===== config.mk =====
export PLATFORM = sky130hd
export DESIGN_NAME = i2s_rx
export DESIGN_NICKNAME = d
export VERILOG_FILES = /design/src/rtl/audio_pkg.sv /design/src/rtl/i2s_sync_edge.sv /design/src/rtl/i2s_rx.sv
export SDC_FILE = /design/constraint.sdc
export NUM_CORES = 1
export LEC_CHECK = 0
export CAP_MARGIN = 20
export CELL_PAD_IN_SITES_DETAIL_PLACEMENT = 0
export CELL_PAD_IN_SITES_GLOBAL_PLACEMENT = 1
export CORE_ASPECT_RATIO = 1.2
export CORE_MARGIN = 3
export CORE_UTILIZATION = 46
export DETAILED_ROUTE_END_ITERATION = 8
export PLACE_DENSITY = 0.8
export SYNTH_ARGS = -nofsm -noshare
export SYNTH_HDL_FRONTEND = slang
export SYNTH_SLANG_ARGS = --single-unit
export TNS_END_PERCENT = 5

===== constraint.sdc =====
create_clock -name clk -period 3.16 [get_ports clk]
set_input_delay 0.632 -clock clk [delete_from_list [all_inputs] [get_ports clk]]
set_output_delay 0.632 -clock clk [all_outputs]
set_load 0.01 [all_outputs]

===== src/rtl/audio_pkg.sv =====
// Shared audio constants and the I2S channel encoding used by the receive path.
package audio_pkg;

   localparam int AUDIO_DATA_W = 24;
   localparam int I2S_SLOT_W   = 32;

   // 49.152 MHz system clock divided by a 48 kHz frame rate
   localparam int CLK_PER_FRAME = 1024;

   typedef enum logic {
      CH_LEFT  = 1'b0,
      CH_RIGHT = 1'b1
   } channel_t;

endpackage


===== src/rtl/i2s_sync_edge.sv =====
// Two-flop synchroniser for the bit clock and its companion data lines, plus a
// history flop on the bit clock so its rising edge can be detected.
module i2s_sync_edge #(
   parameter int W = 1
) (
   input  logic         clk,
   input  logic         rst_n,
   input  logic         edge_in,
   input  logic [W-1:0] data_in,
   output logic [W-1:0] data_sync,
   output logic         rise
);

   logic [W-1:0] data_meta;
   logic [W-1:0] data_q;
   logic         edge_meta;
   logic         edge_q;
   logic         edge_hist;

   // Every line passes through the same two stages so data stays aligned with the edge
   always_ff @(posedge clk or negedge rst_n) begin
      if (!rst_n) begin
         data_meta <= '0;
         data_q    <= '0;
         edge_meta <= 1'b0;
         edge_q    <= 1'b0;
         edge_hist <= 1'b0;
      end else begin
         data_meta <= data_in;
         data_q    <= data_meta;
         edge_meta <= edge_in;
         edge_q    <= edge_meta;
         edge_hist <= edge_q;
      end
   end

   assign data_sync = data_q;
   assign rise      = edge_q & ~edge_hist;

endmodule


===== src/rtl/i2s_rx.sv =====
// I2S receiver: oversamples BCLK/LRCK/SDATA on clk, deserialises the left and
// right words of each frame and reports frame-length lock.
module i2s_rx
   import audio_pkg::*;
#(
   parameter int DATA_W      = AUDIO_DATA_W,
   parameter int SLOT_W      = I2S_SLOT_W,
   parameter int TIMEOUT_CYC = 64
) (
   input  logic              clk,
   input  logic              rst_n,
   input  logic              i2s_bclk,
   input  logic              i2s_lrck,
   input  logic              i2s_sdata,
   output logic [DATA_W-1:0] left_data,
   output logic [DATA_W-1:0] right_data,
   output logic              sample_valid,
   output logic              locked,
   output logic              frame_err
);

   localparam int IDLE_W = $clog2(TIMEOUT_CYC + 1);

   localparam logic [5:0]        IDX_MAX      = 6'd63;
   localparam logic [5:0]        IDX_WORD     = 6'(DATA_W);
   localparam logic [5:0]        IDX_SLOT_END = 6'(SLOT_W - 1);
   localparam logic [IDLE_W-1:0] IDLE_LIMIT   = IDLE_W'(TIMEOUT_CYC);
   localparam logic [IDLE_W-1:0] IDLE_TRIP    = IDLE_W'(TIMEOUT_CYC - 1);

   logic [1:0]        data_sync;
   logic              bclk_rise;
   logic              lrck_s;
   logic              sdata_s;

   logic [5:0]        bit_idx;
   logic [5:0]        bit_nxt;
   logic [DATA_W-1:0] shift_reg;
   logic [DATA_W-1:0] word_nxt;
   logic [DATA_W-1:0] left_hold;
   logic              left_ok;
   logic [1:0]        good_cnt;
   logic              armed;
   channel_t          lrck_prev;
   logic [IDLE_W-1:0] idle_cnt;

   i2s_sync_edge #(
      .W(2)
   ) u_sync (
      .clk      (clk),
      .rst_n    (rst_n),
      .edge_in  (i2s_bclk),
      .data_in  ({i2s_sdata, i2s_lrck}),
      .data_sync(data_sync),
      .rise     (bclk_rise)
   );

   assign lrck_s   = data_sync[0];
   assign sdata_s  = data_sync[1];
   assign bit_nxt  = (bit_idx == IDX_MAX) ? IDX_MAX : bit_idx + 6'd1;
   assign word_nxt = {shift_reg[DATA_W-2:0], sdata_s};

   // Slot tracking, capture, lock qualification and activity timeout all share
   // one register block; a detected bit-clock edge always takes priority over timeout.
   always_ff @(posedge clk or negedge rst_n) begin
      if (!rst_n) begin
         bit_idx      <= '0;
         shift_reg    <= '0;
         left_hold    <= '0;
         left_ok      <= 1'b0;
         good_cnt     <= '0;
         armed        <= 1'b0;
         lrck_prev    <= CH_LEFT;
         idle_cnt     <= '0;
         left_data    <= '0;
         right_data   <= '0;
         sample_valid <= 1'b0;
         locked       <= 1'b0;
         frame_err    <= 1'b0;
      end else begin
         sample_valid <= 1'b0;
         frame_err    <= 1'b0;
         if (bclk_rise) begin
            idle_cnt <= '0;
            if (lrck_s != lrck_prev) begin
               if (!armed) begin
                  armed <= 1'b1;
               end else if (bit_idx == IDX_SLOT_END) begin
                  if (good_cnt != 2'd2) good_cnt <= good_cnt + 2'd1;
                  if (good_cnt != 2'd0) locked <= 1'b1;
               end else begin
                  frame_err <= 1'b1;
                  good_cnt  <= '0;
                  locked    <= 1'b0;
                  left_ok   <= 1'b0;
               end
               bit_idx   <= '0;
               lrck_prev <= channel_t'(lrck_s);
            end else begin
               bit_idx <= bit_nxt;
               if (bit_nxt <= IDX_WORD) shift_reg <= word_nxt;
               // A left word only counts toward a sample if it was captured while locked
               if (bit_nxt == IDX_WORD) begin
                  if (lrck_prev == CH_LEFT) begin
                     left_hold <= word_nxt;
                     left_ok   <= locked;
                  end else begin
                     if (locked && left_ok) begin
                        right_data   <= word_nxt;
                        left_data    <= left_hold;
                        sample_valid <= 1'b1;
                     end
                     left_ok <= 1'b0;
                  end
               end
            end
         end else begin
            if (idle_cnt != IDLE_LIMIT) idle_cnt <= idle_cnt + 1'b1;
            if (idle_cnt == IDLE_TRIP) begin
               locked   <= 1'b0;
               armed    <= 1'b0;
               good_cnt <= '0;
               left_ok  <= 1'b0;
            end
         end
      end
   end

endmodule


==> metrics.md <==
| Metric | Value |
|---|---|
| Clock share of power | a little under half |
| Final Net Count | 416 |
| Share of layout cells above drive strength 1 | roughly 28% |
| Distinct cells, synth | 42 |
| Top-area cell type share of the netlist area | 62.7% |
| Period utilisation layout | about 82% |
| Post-Syn Area | roughly 5000 µm² |
| Dpl cells | between 500 and 600 |
| Die Width | ~100 µm |
| Initial Util | just under 50% |
| CP max-delay cell | o311a_1 |
| Flop and latch count out of synthesis | between 100 and 150 |
| Tot GR Track Use | 16.2% |
| Post-DP HPWL | around 5600 µm |
| RSZ-0062 raised after global routing | no |
| Wire per inst | between 15 and 20 µm |
| Critical path class | reg -> reg |
| CTS sink cnt | roughly 120 |
| Post-CTS sizing | 0 |
| Most frequent cells in the layout | dfrtp_1 (123), mux2_2 (75), clkdlybuf4s50_1 (54) |
| CTS tree | done |
| Die ar. | approximately 12,000 µm² |
| Synth Flop Type | dfrtp_1 |
| Worst-Margin Slew | around 640 ps |
| Buf+Inv Stages, Crit Path | 1 |
| Comb power frac | 8.8% |
| Core Util, Final | approximately three fifths |
| Largest regs | left_data (24), left_hold (24), right_data (24) |
| Setup TNS | 0 ps |
| EDFF count, synth | 0 |
| Slew Viols, Final | 0 |
| Worst endpoint data arrival time | around 2900 ps |
| Mapped Nets | 350 |
| Leakage | slightly below 0.003 µW |
| Fin. Hold Viols | 0 |
| Commonest non-fill, non-tap cell in the layout | dfrtp_1 |
| Final setup vio count | 0 |
| CP max stage delay | 610 ps |
| Antenna Violating Nets Remaining | 0 |
| Area leader, netlist | dfrtp_1 |
| Post-route DRC | 0 |
| 1st-iter DRT viols | 128 |
| Port buffer count | 55 |
| Max-cap violations | 0 |
| Htree depth | 4 |
| Synth-to-Final Area Change | 26.1% |
| Synth top area cells | dfrtp_1 (63%), mux2_2 (17%), mux2_1 (4.6%) |
| Crit. End Element | flip-flop |
| Min-delay worst type | in -> async |
| Clock Skews | 4.81 ps |
| Core box area | approximately 10,000 µm² |
| Final hold slack | roughly 210 ps |
| Root buf cell | clkbuf_16 |
| GPL Wtd Cong | 0.780 |
| Vias per cell | 5.28 |
| Die height | 119 µm |
| Worst-path clk slew | roughly 50 ps |
| Switching pwr | roughly 950 µW |
| P_int | 3070 µW |
| Critical path peak fanout | 12 |
| Min Tclk post-route | about 2600 ps |
| Post-synthesis sequential area ratio | approximately 63% |
| Required @ worst endpoint | between 3000 and 4000 ps |
| Largest net degree at the start of global routing | between 50 and 60 |
| 1st-pass router iterations | 4 |
| Drt total wl | slightly below 9000 µm |
| First-pass GRT wire length | approximately 15,000 µm |
| Sequential power share | approximately 45% |
| Clock buffer depth | 2 |
| F_max | ~380 MHz |
| Cell chain of the critical path | ha_1, and3_1, xnor2_1, nor3_1, o311a_1, buf_8, mux2_2 |
| Post-synth ARST share | 100% |
| CTS Hold Buffers Added | 0 |
| Syn Area/Cell | 14.5 µm² |
| Vias | roughly 2,900 |
| Final instance count without filler cells | 544 |
| Crit start category | flip-flop |
| Sw Share | about a quarter |
| Setup Fix Bufs, Post-CTS | 0 |
| Vias in the first global route | ~3,000 |
| Synth warn | 0 |
| Worst-skew pair later-pin latency | about 400 ps |
| Rows | 40 |
| # IOs | between 50 and 60 |
| Critical path's top delay family | compound AO/OA/AOI/OAI gates |
| CTS Buf Count | 17 |
| # diodes | 0 |
| Overflow after GRT | 0 |
| Synth Instances | roughly 340 |
| Power per cell area | 648 nW/µm² |
| Initial antenna violation count | 0 |
| Status | completed |
| Maximum vdd ir drop | 0.449 mV |
| Max-slew headroom | 56.7% |
## kinds of logic after synthesis
| family | count (synthesis) | share of synthesized area (%) |
|---|---|---|
| compound gates | 32 | 4.41 |
| mux | 96 | 22.0 |
| flops | 123 | 62.7 |
| simple gates | 52 | 5.58 |
| fa+ha+maj | 6 | 1.53 |
| buf+inv | 24 | 2.75 |
| xor+xnor | 6 | 1.07 |
## area by class of cell
| cell class | instances | area (µm²) |
|---|---|---|
| Fill cell | 805 | 4020 |
| Sequential cell | 123 | 3080 |
| Multi-Input combinational cell | 192 | 1700 |
| Timing Repair Buffer | 63 | 641 |
| Clock buffer | 22 | 464 |
| Tap cell | 126 | 158 |
| Clock inverter | 10 | 118 |
| Inverter | 8 | 30.0 |
## cell usage after synthesis, drive strengths merged, types with 2 or more instances
cell	instances
inv	8
nor2	11
dfrtp	123
or3	2
nand2	8
mux2	95
nor2b	4
nand3	9
xor2	3
buf	11
ha	6
nand4	2
nand2b	4
o31ai	3
xnor2	3
nor4	2
nor3	2
and3	5
clkbuf	5
o21ai	6
a21oi	11
## routing by layer
metal	wire length, µm	global-route usage [%]	vias to the layer above
li1	-	-	1345
met1	3820	20.3	1463
met2	4490	25.3	53
met3	355	6.03	14
met4	143	6.32	0
met5	0	0	-
## through the flow
| stage | total power, µW | area, µm² | setup slack [ps] |
|---|---|---|---|
| floorplan | 2050 | 4910 | 801 |
| global placement | 2160 | 5600 | 467 |
| detailed placement | 2180 | 5600 | 357 |
| CTS | 4060 | 6180 | 336 |
| global route | 4200 | 6190 | 408 |
| finish | 4010 | 6190 | 562 |
## path summary, 6_finish.rpt
check                                              startpoint                       endpoint  slack, ps  depth (start not counted)
max in group asynchronous                               rst_n      left_data[13]$_DFFE_PN0P_       2220                          2
worst min-delay path                                    rst_n      left_data[20]$_DFFE_PN0P_        210                          1
worst max-delay path                   bit_idx[0]$_DFFE_PN0P_       shift_reg[7]$_DFFE_PN0P_        560                          7
worst max register to register         bit_idx[0]$_DFFE_PN0P_       shift_reg[7]$_DFFE_PN0P_        560                          7
worst min register to register  u_sync.data_meta[1]$_DFF_PN0_  u_sync.data_sync[1]$_DFF_PN0_        350                          0
min in group clk                u_sync.data_meta[1]$_DFF_PN0_  u_sync.data_sync[1]$_DFF_PN0_        350                          0
## power by group through the flow
stage               clock, µW  sequential, µW  combinational [µW]
finish                   1850            1810                 355
global route             1970            1830                 398
CTS                      1900            1810                 356
detailed placement          0            1830                 347
global placement            0            1830                 337
floorplan                   0            1790                 255
No activity file was read; power rests on OpenSTA's default activity.
